## src/rtl/fto_truth_scanner.sv

```systemverilog
// fto_truth_scanner: steps a 4-input cell through all 16 vectors and captures its truth table.
// Each vector is held SETTLE cycles before sampling; X/Z samples are flagged (simulation only).
module fto_truth_scanner #(
    parameter int SETTLE = 2
) (
    input  logic        clk,
    input  logic        rst,
    input  logic        start,
    input  logic        f_in,
    output logic        a,
    output logic        b,
    output logic        c,
    output logic        d,
    output logic        busy,
    output logic        done,
    output logic [15:0] table_out,
    output logic        xz_flag
);
    typedef enum logic {IDLE, SCAN} state_t;
    localparam logic [3:0] RELOAD = 4'(SETTLE - 1);
    state_t      state, state_n;
    logic [3:0]  vec, vec_n, cnt, cnt_n;
    logic [15:0] acc, acc_n, table_n;
    logic        sticky, sticky_n, xz_n, done_n;
    logic        f_bit, f_xz;
    // Case-equality keeps X/Z out of the table; synthesis sees f_xz as constant 0.
    assign f_bit = (f_in === 1'b1);
    assign f_xz  = (f_in !== 1'b0) && (f_in !== 1'b1);
    assign {a, b, c, d} = vec;
    assign busy = (state == SCAN);
    always_comb begin
        state_n  = state;
        vec_n    = vec;
        cnt_n    = cnt;
        acc_n    = acc;
        sticky_n = sticky;
        table_n  = table_out;
        xz_n     = xz_flag;
        done_n   = 1'b0;
        if (state == IDLE) begin
            if (start) begin
                state_n  = SCAN;
                vec_n    = 4'd0;
                cnt_n    = RELOAD;
                acc_n    = 16'h0000;
                sticky_n = 1'b0;
            end
        end else if (cnt != 4'd0) begin
            cnt_n = cnt - 4'd1;
        end else begin
            acc_n[vec] = f_bit;
            sticky_n   = sticky | f_xz;
            if (vec != 4'd15) begin
                vec_n = vec + 4'd1;
                cnt_n = RELOAD;
            end else begin
                state_n = IDLE;
                vec_n   = 4'd0;
                table_n = acc_n;
                xz_n    = sticky_n;
                done_n  = 1'b1;
            end
        end
    end
    always_ff @(posedge clk or posedge rst) begin
        if (rst) begin
            state     <= IDLE;
            vec       <= 4'd0;
            cnt       <= 4'd0;
            acc       <= 16'h0000;
            sticky    <= 1'b0;
            table_out <= 16'h0000;
            xz_flag   <= 1'b0;
            done      <= 1'b0;
        end else begin
            state     <= state_n;
            vec       <= vec_n;
            cnt       <= cnt_n;
            acc       <= acc_n;
            sticky    <= sticky_n;
            table_out <= table_n;
            xz_flag   <= xz_n;
            done      <= done_n;
        end
    end
endmodule

```

## config.mk

```make
export PLATFORM = sky130hd
export DESIGN_NAME = fto_truth_scanner
export DESIGN_NICKNAME = d
export VERILOG_FILES = /design/src/rtl/fto_truth_scanner.sv
export SDC_FILE = /design/constraint.sdc
export NUM_CORES = 1
export LEC_CHECK = 0
export ABC_AREA = 1
export ABC_CLOCK_PERIOD_IN_PS = 1950
export BUFFER_PORTS_ARGS = -buffer_cell sky130_fd_sc_hd__buf_2
export CAP_MARGIN = 20
export CORE_MARGIN = 3
export CORE_UTILIZATION = 57
export CTS_CLUSTER_SIZE = 10
export DETAILED_ROUTE_END_ITERATION = 7
export PLACE_DENSITY = 0.79
export REMOVE_ABC_BUFFERS = 1
export SLEW_MARGIN = 20
export SYNTH_ARGS = -nofsm -noshare
export SYNTH_HDL_FRONTEND = slang
export SYNTH_SLANG_ARGS = --single-unit
```

## constraint.sdc

```tcl
create_clock -name clk -period 1.95 [get_ports clk]
set_input_delay 0.0975 -clock clk [delete_from_list [all_inputs] [get_ports clk]]
set_output_delay 0.0975 -clock clk [all_outputs]
set_load 0.1 [all_outputs]
```

==> impl_metrics.json, run 1 <==
{
  "io_buffers": 26,
  "vias_per_cell": 5.38,
  "cts_root_buf": "clkbuf_8",
  "syn_avg_cell_area_um2": 8.00,
  "rows": 21,
  "relSlewSlack_pct": 42.8,
  "crit_slowest_cell": "dfrtp_1",
  "grt_usage_pct": 23.3,
  "ioPinCount": 27,
  "cts_sinks": 44,
  "die-width_um": 66.9,
  "drt-initial-drc-count": 120,
  "crit_start": "vec[0]",
  "drcViolationCount": 0,
  "clk_pin_slew_worst_paths_ps": 80,
  "post_cts_buffers": 0,
  "hp-class": "in2reg",
  "maxCapViolations": 0,
  "syn_area_um2": 2110,
  "yosys.cell_types.count": 17,
  "rr_startpoint": "vec[0]",
  "path_cells": "ha_1 > nand3_2 > nor2_4 > nand2_4 > inv_4 > nand2_1 > nand2_1",
  "rsz0062_at_grt": "false",
  "core_area_um2": 3440,
  "drtPass1Iterations": 4,
  "diodes": 0,
  "fillCellCount": 286,
  "outcome": "completed",
  "gp_congestion": 0.802,
  "cts_tree": "done",
  "critPathMostFrequentCell": "nand2_1",
  "worstMarginPinSlew_ps": 852,
  "hold_ws_ps": 174,
  "arrival_ps": 1890,
  "overflow": 0,
  "path_delay_family": "simple AND/OR/NAND/NOR gates",
  "avgRoutedWirePerCell_um": 13.1,
  "fin_crit_sh_pct": 84.8,
  "dp_slack_ps": 332,
  "setup_violations": 0,
  "grt_pass1_wl_um": 7770,
  "yosysSeqAreaShare_pct": 52.2,
  "final-max-slew-violation-count": 0,
  "insertion_delay_ps": 300,
  "first_global_vias": 1700,
  "cp-start-kind": "flip-flop",
  "dp_hpwl_um": 3020,
  "nets": 300,
  "register_area_um2": 1100,
  "syn_to_final_growth_pct": 12.5,
  "cts_resized": 0,
  "fmax_ghz": 0.605,
  "numCtsBuffers": 5,
  "syn-instance-count": 264,
  "critPathKind": "reg2reg",
  "path_buf_inv": 1,
  "grt_max_degree": 24,
  "leakage_uw": 0.00130,
  "crit_required_ps": 2190,
  "cts_hold_buf": 1,
  "multiInputGateArea_um2": 901,
  "drive_above_1_share_pct": 15.4,
  "routed_wirelength_um": 4430,
  "crit_fanout": 19,
  "die_height_um": 66.9,
  "fin_skew_ps": 5.87,
  "endpoint_kind": "flip-flop",
  "antenna_found_initial": 0,
  "worstHoldStart": "f_in",
  "ys_ff_latch": 44,
  "die-area_um2": 4470,
  "ctsLongestPathBuffers": 2,
  "hold_viol": 0,
  "finalWorstSetupSlack_ps": 296,
  "vias": 1818,
  "cpPeakStageDelay_ps": 420,
  "start_util_pct": 61.3,
  "yosysWarnings": 0,
  "ir_worst_vdd_uv": 822,
  "power_density_nw_per_um2": 1310,
  "htree_levels": 2,
  "fin_crit_ps": 1650,
  "final_antenna_net_count": 0
}
[cell families (layout without fill, tap and decap cells)]
| kind of cell | Yosys count | in the layout | share of synthesized area [%] |
|---|---|---|---|
| adders and majority gates | 4 | 4 | 2.37 |
| buffers and inverters | 24 | 52 | 5.16 |
| DFF | 44 | 44 | 52.2 |
| and+or+nand+nor | 167 | 167 | 34.3 |
| AOI/OAI and AO/OA | 25 | 25 | 6.05 |
[layout make-up]
cell class | count | share of cell area, %
sequential | 44 | 46.4
inverter | 14 | 2.32
tap | 46 | 2.42
clock inverter | 1 | 0.211
timing repair buffer | 31 | 7.69
multi-input combinational | 196 | 37.9
clock buffer | 6 | 3.06
[metrics by stage]
step	cells	instance area, um^2	TNS [ps]	util (%)	power [uW]
after global routing	338	2370	0	69.0	3310
after global placement	330	2290	0	66.4	2540
after detailed placement	330	2290	0	66.4	2570
after floorplan	254	2060	-7050	-	2280
after CTS	338	2370	0	69.0	3100
final	338	2370	0	69.0	3100
[cell usage after synthesis]
cell type | instances | share of area [%]
dfrtp_1 | 44 | 52
nand2_1 | 116 | 21
clkbuf_1 | 2 | 0.36
nand2_4 | 2 | 1.1
nor2_4 | 3 | 1.6
a21oi_1 | 1 | 0.24
nor2_2 | 1 | 0.30
buf_2 | 7 | 1.7
buf_6 | 1 | 0.53
inv_1 | 13 | 2.3
nand3_1 | 35 | 8.3
nand3_2 | 2 | 0.95
nor2_1 | 8 | 1.4
inv_4 | 1 | 0.30
o21ai_0 | 23 | 5.5
o21bai_1 | 1 | 0.36
ha_1 | 4 | 2.4
[worst reg2reg max path: stages, from the launching register on]
cell,delay (ps)
dfrtp_1,420
ha_1,280
nand3_2,170
nor2_4,180
nand2_4,160
inv_4,220
nand2_1,80
nand2_1,70
[path summary, 6_finish.rpt]
kind	slack, ps	depth (start not counted)	to
max	300	7	table_out[10]
min	170	5	acc[7]
max reg2reg	300	7	table_out[10]
min reg2reg	480	2	table_out[13]
max in group asynchronous	1010	4	table_out[13]
min in group asynchronous	410	3	sticky
[layer usage]
metal	global-route usage, %	routed length, um	vias up
met5	0	0	-
met4	8.61	55	0
met3	5.90	256	6
met2	36.6	2050	51
met1	30.9	2060	866
li1	-	-	895
[layout by cell type (no fill, tap or decap), drive strengths merged, types with 2 or more instances in the layout]
| cell | n |
|---|---|
| clkbuf | 6 |
| ha | 4 |
| dfrtp | 44 |
| clkinv | 2 |
| nand2 | 118 |
| o21ai | 23 |
| inv | 13 |
| nand3 | 37 |
| nor2 | 12 |
| buf | 30 |
[flip-flops by register name, summed over array words and instances (netlist names)]
name and flops:
done 1, sticky 1, cnt 4, busy 1, acc 16, table_out 16, vec 4, xz_flag 1
[power breakdown]
group / total (uW) / switching, uW / leakage [uW] / internal (uW)
Clock: 536 / 293 / 0.0000410 / 244
Sequential: 1270 / 176 / 0.000580 / 1090
Combinational: 1300 / 977 / 0.000678 / 319
Total: 3100 / 1450 / 0.00130 / 1660
No activity file was read; power rests on OpenSTA's default activity.
==> run 2, diff against run 1 <==
Settings changed: ABC_CLOCK_PERIOD_IN_PS 1950 to 1400, CORE_UTILIZATION 57 to 51, PLACE_DENSITY 0.79 to 0.74.
Clock period 1.95 ns to 1.4 ns, I/O delays scaled along.
==> run 2 against run 1 <==
Against the previous run:
- worst hold slack lost 15 ps
- clock-buffer cell count rose by 2
- setup slack worse by 240 ps
- critical path type unchanged
- largest power group unchanged
==> impl_metrics.json, run 2 (synthesis results as in run 1) <==
{
  "reg_top3": "acc: 16 flops, table_out: 16 flops",
  "arrival_ps": 1540,
  "pwr-share-seq_pct": 36.2,
  "die-area_um2": 4950,
  "p_int_uw": 2700,
  "hold_ws_ps": 159,
  "grt_usage_pct": 20.3,
  "cts_root_buf": "clkbuf_8",
  "maxCapViolations": 0,
  "cpPeakStageDelay_ps": 420,
  "nets": 322,
  "power_density_nw_per_um2": 1830,
  "grt_pass1_wl_um": 8080,
  "htree_levels": 2,
  "cp-start-kind": "flip-flop",
  "crit_fanout": 9,
  "insertion_delay_ps": 300,
  "crit_required_ps": 1590,
  "first_global_vias": 1850,
  "antenna_found_initial": 0,
  "worstMarginPinSlew_ps": 517,
  "gp_congestion": 0.860,
  "path_buf_inv": 1,
  "fmax_ghz": 0.744,
  "drt-initial-drc-count": 152,
  "fin_util_pct": 68.9,
  "diodes": 0,
  "critPathKind": "reg2reg",
  "syn_to_final_growth_pct": 24.8,
  "core_area_um2": 3830,
  "relSlewSlack_pct": 65.5,
  "final_antenna_net_count": 0,
  "io_buffers": 26,
  "avgRoutedWirePerCell_um": 13.1,
  "fin_crit_sh_pct": 96.0,
  "drcViolationCount": 0,
  "ctsLongestPathBuffers": 2,
  "cts_sinks": 44,
  "final-max-slew-violation-count": 0,
  "endpoint_kind": "flip-flop",
  "p_sw_share_pct": 44.0,
  "fin_skew_ps": 3.97,
  "hp-class": "in2reg",
  "drive_above_1_share_pct": 25.1,
  "final_common_cell": "nand2_1",
  "drtPass1Iterations": 4,
  "die_height_um": 70.3,
  "overflow": 0,
  "path_delay_family": "simple AND/OR/NAND/NOR gates",
  "p_total_uw": 4830,
  "vias_per_cell": 5.18,
  "final_cell_mix": "nand2_1, dfrtp_1, nand3_1, buf_4, buf_2",
  "clkPwrFrac_pct": 17.3,
  "cts_tree": "done",
  "rsz0062_at_grt": "true",
  "outcome": "completed",
  "leakage_uw": 0.00142,
  "crit_slowest_cell": "dfrtp_1",
  "setup_violations": 0,
  "numCtsBuffers": 5,
  "vias": 1880,
  "routed_wirelength_um": 4760,
  "power_frac_comb_pct": 46.5,
  "hold_viol": 0,
  "fin_tns_setup_ps": 0,
  "ioPinCount": 27,
  "p_sw_uw": 2130,
  "dp_hpwl_um": 3230,
  "grt_max_degree": 45,
  "path_cells": "nor2_4 > nand2_4 > nor2_4 > nand2_4 > buf_12 > nand2_1 > nand2_1",
  "fin_crit_ps": 1340,
  "start_util_pct": 55.2,
  "ir_worst_vdd_uv": 1560,
  "die-width_um": 70.3,
  "rows": 22,
  "clk_pin_slew_worst_paths_ps": 80
}
-- run 2: worst min-delay path, stage by stage --
cell and delay, ps:
buf_2 90, nand3_1 70, nand2_1 90, nand2_1 60, nand2_1 50
-- run 2: worst paths after layout --
check	endpoint	cells after the start	from	slack [ps]
max in group asynchronous	busy	4	rst	840
min in group asynchronous	table_out[3]	4	rst	350
hold reg to reg	table_out[2]	2	table_out[2]	470
setup / recovery	table_out[13]	7	cnt[1]	60
hold / removal	table_out[7]	5	f_in	160
setup reg to reg	table_out[13]	7	cnt[1]	60
-- run 2: layer usage --
layer	global-route usage [%]	vias up	share of wire [%]
met1	26.0	874	47
met5	0	-	0
li1	-	940	-
met4	8.72	0	1.8
met3	4.17	9	5.0
met2	33.3	57	47
-- run 2: area by class of cell --
class / count / area [um^2]
clock buffers: 8 / 90.1
fillers: 321 / 1190
inverters: 14 / 57.6
multi-input cells: 196 / 927
flip-flops and latches: 44 / 1100
well taps: 48 / 60.1
repair buffers: 53 / 397
-- run 2: power by group through the flow --
stage	Sequential, uW	Combinational, uW	Clock (uW)
floorplan	2200	965	0
global placement	1750	2080	0
detailed placement	1760	2110	0
CTS	1730	2140	851
global route	1780	2470	901
finish	1750	2250	833
-- run 2: through the flow --
stage	setup WS, ps	instances	instance area [um^2]
floorplan	-826	254	2060
global placement	59.0	349	2460
detailed placement	-15.6	349	2460
CTS	25.0	359	2570
global route	-39.2	363	2640
finish	55.5	363	2640
-- run 2: what timing repair did --
item,CTS,global route
setup buffers,1,4
setup endpoints to repair,16,39
gates resized for setup,1,25
pin swaps,0,2
endpoints found under the hold margin,44,0
hold buffers,1,0
